### config.mk
export PLATFORM = sky130hd
export DESIGN_NAME = arbitro_periferico
export DESIGN_NICKNAME = d
export VERILOG_FILES = /design/src/rtl/arbitro_periferico.sv
export SDC_FILE = /design/constraint.sdc
export NUM_CORES = 1
export LEC_CHECK = 0
export BUFFER_PORTS_ARGS = -buffer_cell sky130_fd_sc_hd__buf_2
export CAP_MARGIN = 30
export CORE_MARGIN = 2
export CORE_UTILIZATION = 40
export DETAILED_ROUTE_END_ITERATION = 12
export PLACE_DENSITY = 0.68
export SLEW_MARGIN = 25
export SYNTH_ARGS = -nofsm -noshare
export SYNTH_HDL_FRONTEND = slang
export SYNTH_SLANG_ARGS = --single-unit
### constraint.sdc
create_clock -name clkARB -period 2.6 [get_ports clkARB]
set_clock_uncertainty 0.15 [all_clocks]
set_input_delay 0.13 -clock clkARB [delete_from_list [all_inputs] [get_ports clkARB]]
set_output_delay 0.13 -clock clkARB [all_outputs]
set_load 0.01 [all_outputs]
### src/rtl/arbitro_periferico.sv
`default_nettype none
`timescale 1ns/1ps
// ============================================================================
// Module   : arbitro_periferico
// Brief    : Two-port round-robin arbiter sharing one four-phase peripheral
//            handshake channel, with per-phase timeout and sticky error flag.
// Revision : 1.0 - initial release
// ============================================================================
module arbitro_periferico #(
   parameter int TIMEOUT     = 255,
   parameter int SYNC_STAGES = 2
) (
   input  logic        clkARB,
   input  logic        rstARB,
   input  logic [1:0]  inSend0,
   input  logic [1:0]  inSend1,
   input  logic [15:0] inData0,
   input  logic [15:0] inData1,
   output logic [1:0]  outAck0,
   output logic [1:0]  outAck1,
   output logic [1:0]  outSend,
   output logic [15:0] outData,
   input  logic [1:0]  inAck,
   output logic [1:0]  grant,
   output logic        busy,
   output logic        errTimeout
);

   localparam logic [15:0] C_TIMER_LAST = 16'(TIMEOUT - 1);

   typedef enum logic [2:0] {
      S_IDLE    = 3'd0,
      S_SEND    = 3'd1,
      S_RELEASE = 3'd2,
      S_DONE    = 3'd3
   } stateT;

   stateT r_state, w_stateNext;

   logic [SYNC_STAGES-1:0][1:0] r_send0Sync, r_send1Sync, r_ackSync;

   logic        r_lastGrant, w_lastGrantNext;
   logic [1:0]  r_grant, w_grantNext;
   logic [1:0]  r_outSend, w_outSendNext;
   logic [15:0] r_outData, w_outDataNext;
   logic [1:0]  r_ack0, w_ack0Next;
   logic [1:0]  r_ack1, w_ack1Next;
   logic        r_errTimeout, w_errTimeoutNext;
   logic [15:0] r_timer, w_timerNext;

   logic w_req0, w_req1, w_ackHi, w_winReq, w_timeoutHit;

   // Codes move 00<->01 one bit at a time, so per-bit synchronisation is safe.
   always_ff @(posedge clkARB or negedge rstARB) begin
      if (!rstARB) begin
         r_send0Sync <= '0;
         r_send1Sync <= '0;
         r_ackSync   <= '0;
      end else begin
         r_send0Sync <= {r_send0Sync[SYNC_STAGES-2:0], inSend0};
         r_send1Sync <= {r_send1Sync[SYNC_STAGES-2:0], inSend1};
         r_ackSync   <= {r_ackSync[SYNC_STAGES-2:0], inAck};
      end
   end

   assign w_req0       = (r_send0Sync[SYNC_STAGES-1] == 2'b01);
   assign w_req1       = (r_send1Sync[SYNC_STAGES-1] == 2'b01);
   assign w_ackHi      = (r_ackSync[SYNC_STAGES-1] == 2'b01);
   assign w_winReq     = r_grant[1] ? w_req1 : w_req0;
   assign w_timeoutHit = (r_timer == C_TIMER_LAST);

   always_ff @(posedge clkARB or negedge rstARB) begin
      if (!rstARB) begin
         r_state      <= S_IDLE;
         r_lastGrant  <= 1'b1;
         r_grant      <= 2'b00;
         r_outSend    <= 2'b00;
         r_outData    <= 16'h0000;
         r_ack0       <= 2'b00;
         r_ack1       <= 2'b00;
         r_errTimeout <= 1'b0;
         r_timer      <= 16'h0000;
      end else begin
         r_state      <= w_stateNext;
         r_lastGrant  <= w_lastGrantNext;
         r_grant      <= w_grantNext;
         r_outSend    <= w_outSendNext;
         r_outData    <= w_outDataNext;
         r_ack0       <= w_ack0Next;
         r_ack1       <= w_ack1Next;
         r_errTimeout <= w_errTimeoutNext;
         r_timer      <= w_timerNext;
      end
   end

   always_comb begin
      w_stateNext      = r_state;
      w_lastGrantNext  = r_lastGrant;
      w_grantNext      = r_grant;
      w_outSendNext    = r_outSend;
      w_outDataNext    = r_outData;
      w_ack0Next       = r_ack0;
      w_ack1Next       = r_ack1;
      w_errTimeoutNext = r_errTimeout;
      w_timerNext      = (r_timer == 16'hFFFF) ? r_timer : r_timer + 16'd1;

      case (r_state)
         S_IDLE: begin
            w_timerNext = 16'h0000;
            // On a tie the requester that did not win last time goes first.
            if (w_req0 && (!w_req1 || r_lastGrant)) begin
               w_grantNext     = 2'b01;
               w_lastGrantNext = 1'b0;
               w_outDataNext   = inData0;
               w_outSendNext   = 2'b01;
               w_stateNext     = S_SEND;
            end else if (w_req1) begin
               w_grantNext     = 2'b10;
               w_lastGrantNext = 1'b1;
               w_outDataNext   = inData1;
               w_outSendNext   = 2'b01;
               w_stateNext     = S_SEND;
            end
         end
         S_SEND: begin
            if (w_ackHi) begin
               w_outSendNext = 2'b00;
               w_timerNext   = 16'h0000;
               w_stateNext   = S_RELEASE;
            end else if (w_timeoutHit) begin
               w_outSendNext    = 2'b00;
               w_errTimeoutNext = 1'b1;
               w_timerNext      = 16'h0000;
               w_stateNext      = S_DONE;
               if (r_grant[1]) w_ack1Next = 2'b10;
               else            w_ack0Next = 2'b10;
            end
         end
         S_RELEASE: begin
            if (!w_ackHi) begin
               w_timerNext = 16'h0000;
               w_stateNext = S_DONE;
               if (r_grant[1]) w_ack1Next = 2'b01;
               else            w_ack0Next = 2'b01;
            end else if (w_timeoutHit) begin
               w_outSendNext    = 2'b00;
               w_errTimeoutNext = 1'b1;
               w_timerNext      = 16'h0000;
               w_stateNext      = S_DONE;
               if (r_grant[1]) w_ack1Next = 2'b10;
               else            w_ack0Next = 2'b10;
            end
         end
         S_DONE: begin
            w_timerNext = 16'h0000;
            if (!w_winReq) begin
               w_ack0Next  = 2'b00;
               w_ack1Next  = 2'b00;
               w_grantNext = 2'b00;
               w_stateNext = S_IDLE;
            end
         end
         default: begin
            w_stateNext = S_IDLE;
         end
      endcase
   end

   assign outAck0    = r_ack0;
   assign outAck1    = r_ack1;
   assign outSend    = r_outSend;
   assign outData    = r_outData;
   assign grant      = r_grant;
   assign busy       = (r_state != S_IDLE);
   assign errTimeout = r_errTimeout;

endmodule
`default_nettype wire

# Yosys cells after proc, flatten, opt, wreduce, memory -nomap -nowiden
# Cells that the tools add are included.
dict set report totals {
  reg_bits 57
  out_inout_bits 26
}
dict set report op_classes {
  add_sub_neg 1
  eq_ne 14
  mux 43
  n_reduce_logical 18
}
# operator n
set op_table {}
lappend op_table {{$mux W16} 6}
lappend op_table {{$pmux W16 S3} 1}
lappend op_table {{$mux W2} 18}
lappend op_table {{$mux W3} 6}
lappend op_table {{$pmux W2 S3} 3}
lappend op_table {{$add A16 B1 Y16 const B} 1}
lappend op_table {{$eq A16 B16 Y1 const B} 1}
lappend op_table {{$eq A16 B8 Y1 const B} 1}
lappend op_table {{$pmux W3 S4} 1}
lappend op_table {{$ne A3 B3 Y1 const B} 3}
lappend op_table {{$reduce_and A3 Y1} 3}
lappend op_table {{$reduce_bool A3 Y1} 3}
lappend op_table {{$reduce_and A4 Y1} 2}
lappend op_table {{$eq A2 B1 Y1 const B} 3}
lappend op_table {{$eq A3 B2 Y1 const B} 2}
lappend op_table {{$mux W1} 6}
lappend op_table {{$ne A2 B2 Y1 const B} 3}
lappend op_table {{$reduce_bool A2 Y1} 3}
lappend op_table {{$pmux W2 S2} 1}
lappend op_table {{$reduce_and A2 Y1} 2}
lappend op_table {{$eq A3 B1 Y1 const B} 1}
lappend op_table {{$logic_not A3 Y1} 1}
lappend op_table {{$pmux W1 S2} 1}
lappend op_table {{$reduce_or A2 Y1} 1}
lappend op_table {{3 further kinds} 3}

# Logic depth before layout (Yosys ltp)
dict set report logic_depth {
  ltp_word 6
  mapped_depth 8
  ltp_nobuf 6
}

# Worst setup path after synthesis
# OpenSTA, ideal clock, no wires.
dict set report synth_timing {
  path_type {register -> register}
  startpoint {register r_timer[0]}
  endpoint {register r_timer[11]}
  arrival_time_ns 2.090
  required_ns 2.316
  slack_ns 0.226
  stages_incl_launch_ff 9
  synth_period_minus_slack_ns 2.374
  path_cell_list {dfrtp_1 > inv_1 > ha_1 > or4b_1 > or4_1 > buf_6 > a21oi_4 > buf_6 > a21oi_1}
}
dict set report synth_between {
  elab_chain_len 5
  elab_cells_between_ends 8
  classes_between {1 x add/sub; 2 x eq/ne; 5 x mux}
}
# element line
set synth_rtl {}
lappend synth_rtl {{start: declaration} 49} ;# logic [15:0] r_timer, w_timerNext;
lappend synth_rtl {{start signal: assignment} 92} ;# r_timer <= w_timerNext;
lappend synth_rtl {{$add A16 B1 Y16 / $eq A16 B16 Y1 (equally long branches)} 105} ;# w_timerNext = (r_timer == 16'hFFFF) ? r_timer : r_timer + 16'd1;
lappend synth_rtl {{$mux W16} 105}
lappend synth_rtl {{$mux W16} {130, 145}}
lappend synth_rtl {{$mux W16, on equally long branches} {140, 126}}
lappend synth_rtl {{$pmux W16 S3 (*)} 107} ;# case (r_state)
lappend synth_rtl {{net w_timerNext[11]} 49}
# Mark *: on every way through the listed nets, which the timed path passes. The rest lies on a longest branch.
# A chain may end at the register's enable or synchronous reset.

# Final worst setup path
dict set report layout_timing {
  startpoint {register r_timer[0]}
  endpoint {register r_timer[10]}
}
# The elaborated chain is that of the path after synthesis.

==> flow_summary.json <==
{
  "outcome": "finished clean",
  "cts.sinks": 57,
  "relSlewSlack": 0.5523,
  "fp.dieW_um": 86.48,
  "critPathKind": "flip-flop to flip-flop",
  "dp_hpwl_um": 4128,
  "synth_top_family_by_area": "simple AND/OR/NAND/NOR gates",
  "drive_above_1_share": 0.2899,
  "diodes": 0,
  "fp.dieH_um": 86.48,
  "met1_usage": 0.2320,
  "ys_ff_latch": 57,
  "period_share": 0.9262,
  "fin_tns_setup_ns": 0,
  "drt_iter0_drc": 59,
  "first_global_vias": 2349,
  "grt_start_max_net_pins": 44,
  "grt_pass1_wl_um": 11070,
  "synthCells": 257,
  "worstPathRequired_ns": 2.66,
  "yosysTopAreaCellShare": 0.5149,
  "ir_drop_mv": 0.2945,
  "netlist-cell-type-count": 50,
  "netlist_area_um2": 2721,
  "worst_slew_pin_slew_ns": 0.6656,
  "utilization": 0.5667,
  "hold_viol": 0,
  "drc": 0,
  "final_nets": 413,
  "routed_wl_um": 6808,
  "synth-xor-area-share": 0.01287,
  "yosys-top-cells-count": "dfrtp_1, o21ai_0, nand2_1",
  "power_density_nw_per_um2": 635.7,
  "setup_viol": 0,
  "initial_utilization": 0.4073,
  "num_rows": 30,
  "crit_path_start_kind": "flip-flop",
  "period_needed_ns": 2.408,
  "io_buffers": 65,
  "yosys.cell_count.top_type": "dfrtp_1",
  "synth_fa_ha_area_frac": 0.009195,
  "pin_count": 66,
  "cap_violations": 0,
  "clock-root-buffer": "clkbuf_8",
  "dr_total_vias": 2395,
  "met2_usage": 0.3217,
  "post_cts.repair.setup_buffers": 0,
  "synthSimpleGateAreaFrac": 0.1848,
  "clk_path_buf_depth": 2,
  "gp_congestion": 0.8296,
  "fmax_ghz": 0.4153,
  "hp-class": "input port to asynchronous set/reset pin",
  "crit_slowest_cell": "or4_4",
  "synth_edf_count": 0,
  "h-tree-depth": 3,
  "synth_top_cell_by_area": "dfrtp_1",
  "clock_latency_ns": 0.35,
  "cp_cell_sequence": "inv_1, ha_1, or4b_1, or4_4, a21oi_4, buf_4, a311oi_1",
  "grt_util_all_layers": 0.1918,
  "core_area_um2": 6681,
  "clk_pin_slew_worst_paths_ns": 0.07,
  "drt_first_pass_iters": 4,
  "grt_use_met3": 0.04476,
  "ys_warn_count": 0,
  "critPathBufInv": 2,
  "crit_family": "simple AND/OR/NAND/NOR gates",
  "synth_ff_type": "dfrtp_1",
  "arrival_ns": 2.46,
  "vias_per_cell": 5.252,
  "antenna_left": 0,
  "cts_buffers": 9,
  "p_leak_nw": 1.689,
  "muxShareOfSynthArea": 0.06253,
  "synth.area.top_cells": "dfrtp_1, mux2i_1, o21ai_0",
  "report.final.slew_viol_count": 0,
  "synth-seq-area-share": 0.5246,
  "cts_tree": "yes",
  "ys_async_sr_fraction": 1.000,
  "synth_compound_area_frac": 0.1678,
  "syn_avg_cell_area_um2": 10.59,
  "rsz0062_at_grt": "no",
  "syn_nets": 299,
  "areaGrowthSynthToFinish_pct": 39.13,
  "grt-busiest-layer": "met2",
  "critPathMaxFanout": 9,
  "die_area_um2": 7479,
  "wl_per_cell_um": 14.93,
  "antenna_found_initial": 0,
  "cpPeakStageDelay_ns": 0.64,
  "endpoint_kind": "flip-flop",
  "grt-ovfl-total": 0
}
[layout by cell type, fill, tap and decap left out, types with 3 or more instances in the layout]
master         Yosys  routed
or3_1              7       7
clkbuf_8           0      10
o31ai_1            4       4
inv_1              8       8
nand2b_1           4       4
buf_4              1      12
nor2_1             4       4
mux2i_1           17      17
xnor2_1            4       4
dlygate4sd3_1      0      39
nor3_1             3       3
nand3_1            8       8
o21ai_0           26      26
nor2b_1            7       7
nor4_1             5       4
buf_2              2      64
dfrtp_1           56      56
or4_1              4       3
a21oi_1           13      13
nand2_1           24      24
nand4_1            7       7
or2_2              4       4
[report_power, final]
group | leakage [nW] | total [mW] | switching (mW) | internal [mW]
sequential | 0.724 | 1.08 | 0.0731 | 1.00
clock | 0.0953 | 0.842 | 0.377 | 0.465
combinational | 0.870 | 0.488 | 0.250 | 0.238
[worst paths after layout]
path	startpoint	to	slack, ns	cells after the start
max	r_timer[0]$_DFF_PN0_	r_timer[10]$_DFF_PN0_	0.19	7
min	rstARB	outData[1]$_DFFE_PN0P_	0.16	2
max reg2reg	r_timer[0]$_DFF_PN0_	r_timer[10]$_DFF_PN0_	0.19	7
min reg2reg	r_send0Sync[1]$_DFF_PN0_	r_send0Sync[3]$_DFF_PN0_	0.20	0
max in group asynchronous	rstARB	r_timer[15]$_DFF_PN0_	1.61	3
min in group clkARB	r_send0Sync[1]$_DFF_PN0_	r_send0Sync[3]$_DFF_PN0_	0.20	0
[final cells by class]
| cell class | instances | area [um^2] |
|---|---|---|
| fillers | 569 | 2895 |
| flip-flops and latches | 57 | 1428 |
| multi-input cells | 179 | 1211 |
| repair buffers | 116 | 820.8 |
| clock buffers | 11 | 141.4 |
| well taps | 80 | 100.1 |
| clock inverters | 5 | 55.05 |
| inverters | 8 | 30.03 |
[per-stage QoR]
| step | power, mW | hold WS [ns] | worst slack, ns | area [um^2] | cells |
|---|---|---|---|---|---|
| 2_1_floorplan | 1.312 | -0.3156 | 0.2258 | 2721 | 257 |
| 4_1_cts | 2.412 | 0.1980 | 0.07110 | 3780 | 456 |
| 6_report | 2.407 | 0.1639 | 0.1919 | 3786 | 456 |
| 3_3_place_gp | 1.508 | 0.08781 | 0.1186 | 3193 | 401 |
| 5_1_grt | 2.527 | 0.2049 | 0.06011 | 3786 | 456 |
| 3_5_place_dp | 1.521 | 0.08935 | 0.08508 | 3193 | 401 |
[cell families after synthesis]
logic type	after synthesis
simple gates	88
compound gates	67
flops	57
buf+inv	21
mux	17
xor+xnor	4
fa+ha+maj	2
other cells	1
[worst reg2reg max path, delay by kind of cell, from the launching register on]
| family | cells | cell delay, ns |
|---|---|---|
| buffers and inverters | 2 | 0.27 |
| and+or+nand+nor | 2 | 1.08 |
| adders and majority gates | 1 | 0.15 |
| DFF | 1 | 0.37 |
| AOI/OAI and AO/OA | 2 | 0.25 |
[timing repair]
action,in CTS,in global routing
hold buffers,39,0
setup endpoints to repair,0,23
endpoints found under the hold margin,62,0
resized for setup,0,1
[registers in the layout (all words and copies together) (netlist names)]
| signal | flops |
|---|---|
| r_send1Sync | 4 |
| r_lastGrant | 1 |
| outAck0 | 2 |
| r_send0Sync | 4 |
| r_ackSync | 4 |
| r_state | 3 |
| errTimeout | 1 |
| grant | 2 |
| outAck1 | 2 |
| outData | 16 |
| r_timer | 16 |
| outSend | 2 |
[per-layer routing]
metal / up-vias / part of all wire / wire [um]
li1: 1163 / - / -
met1: 1163 / 0.42 / 2869
met2: 51 / 0.51 / 3495
met3: 18 / 0.036 / 248
met4: 0 / 0.029 / 195
met5: - / 0 / 0
(Power assumes the default switching activity.)
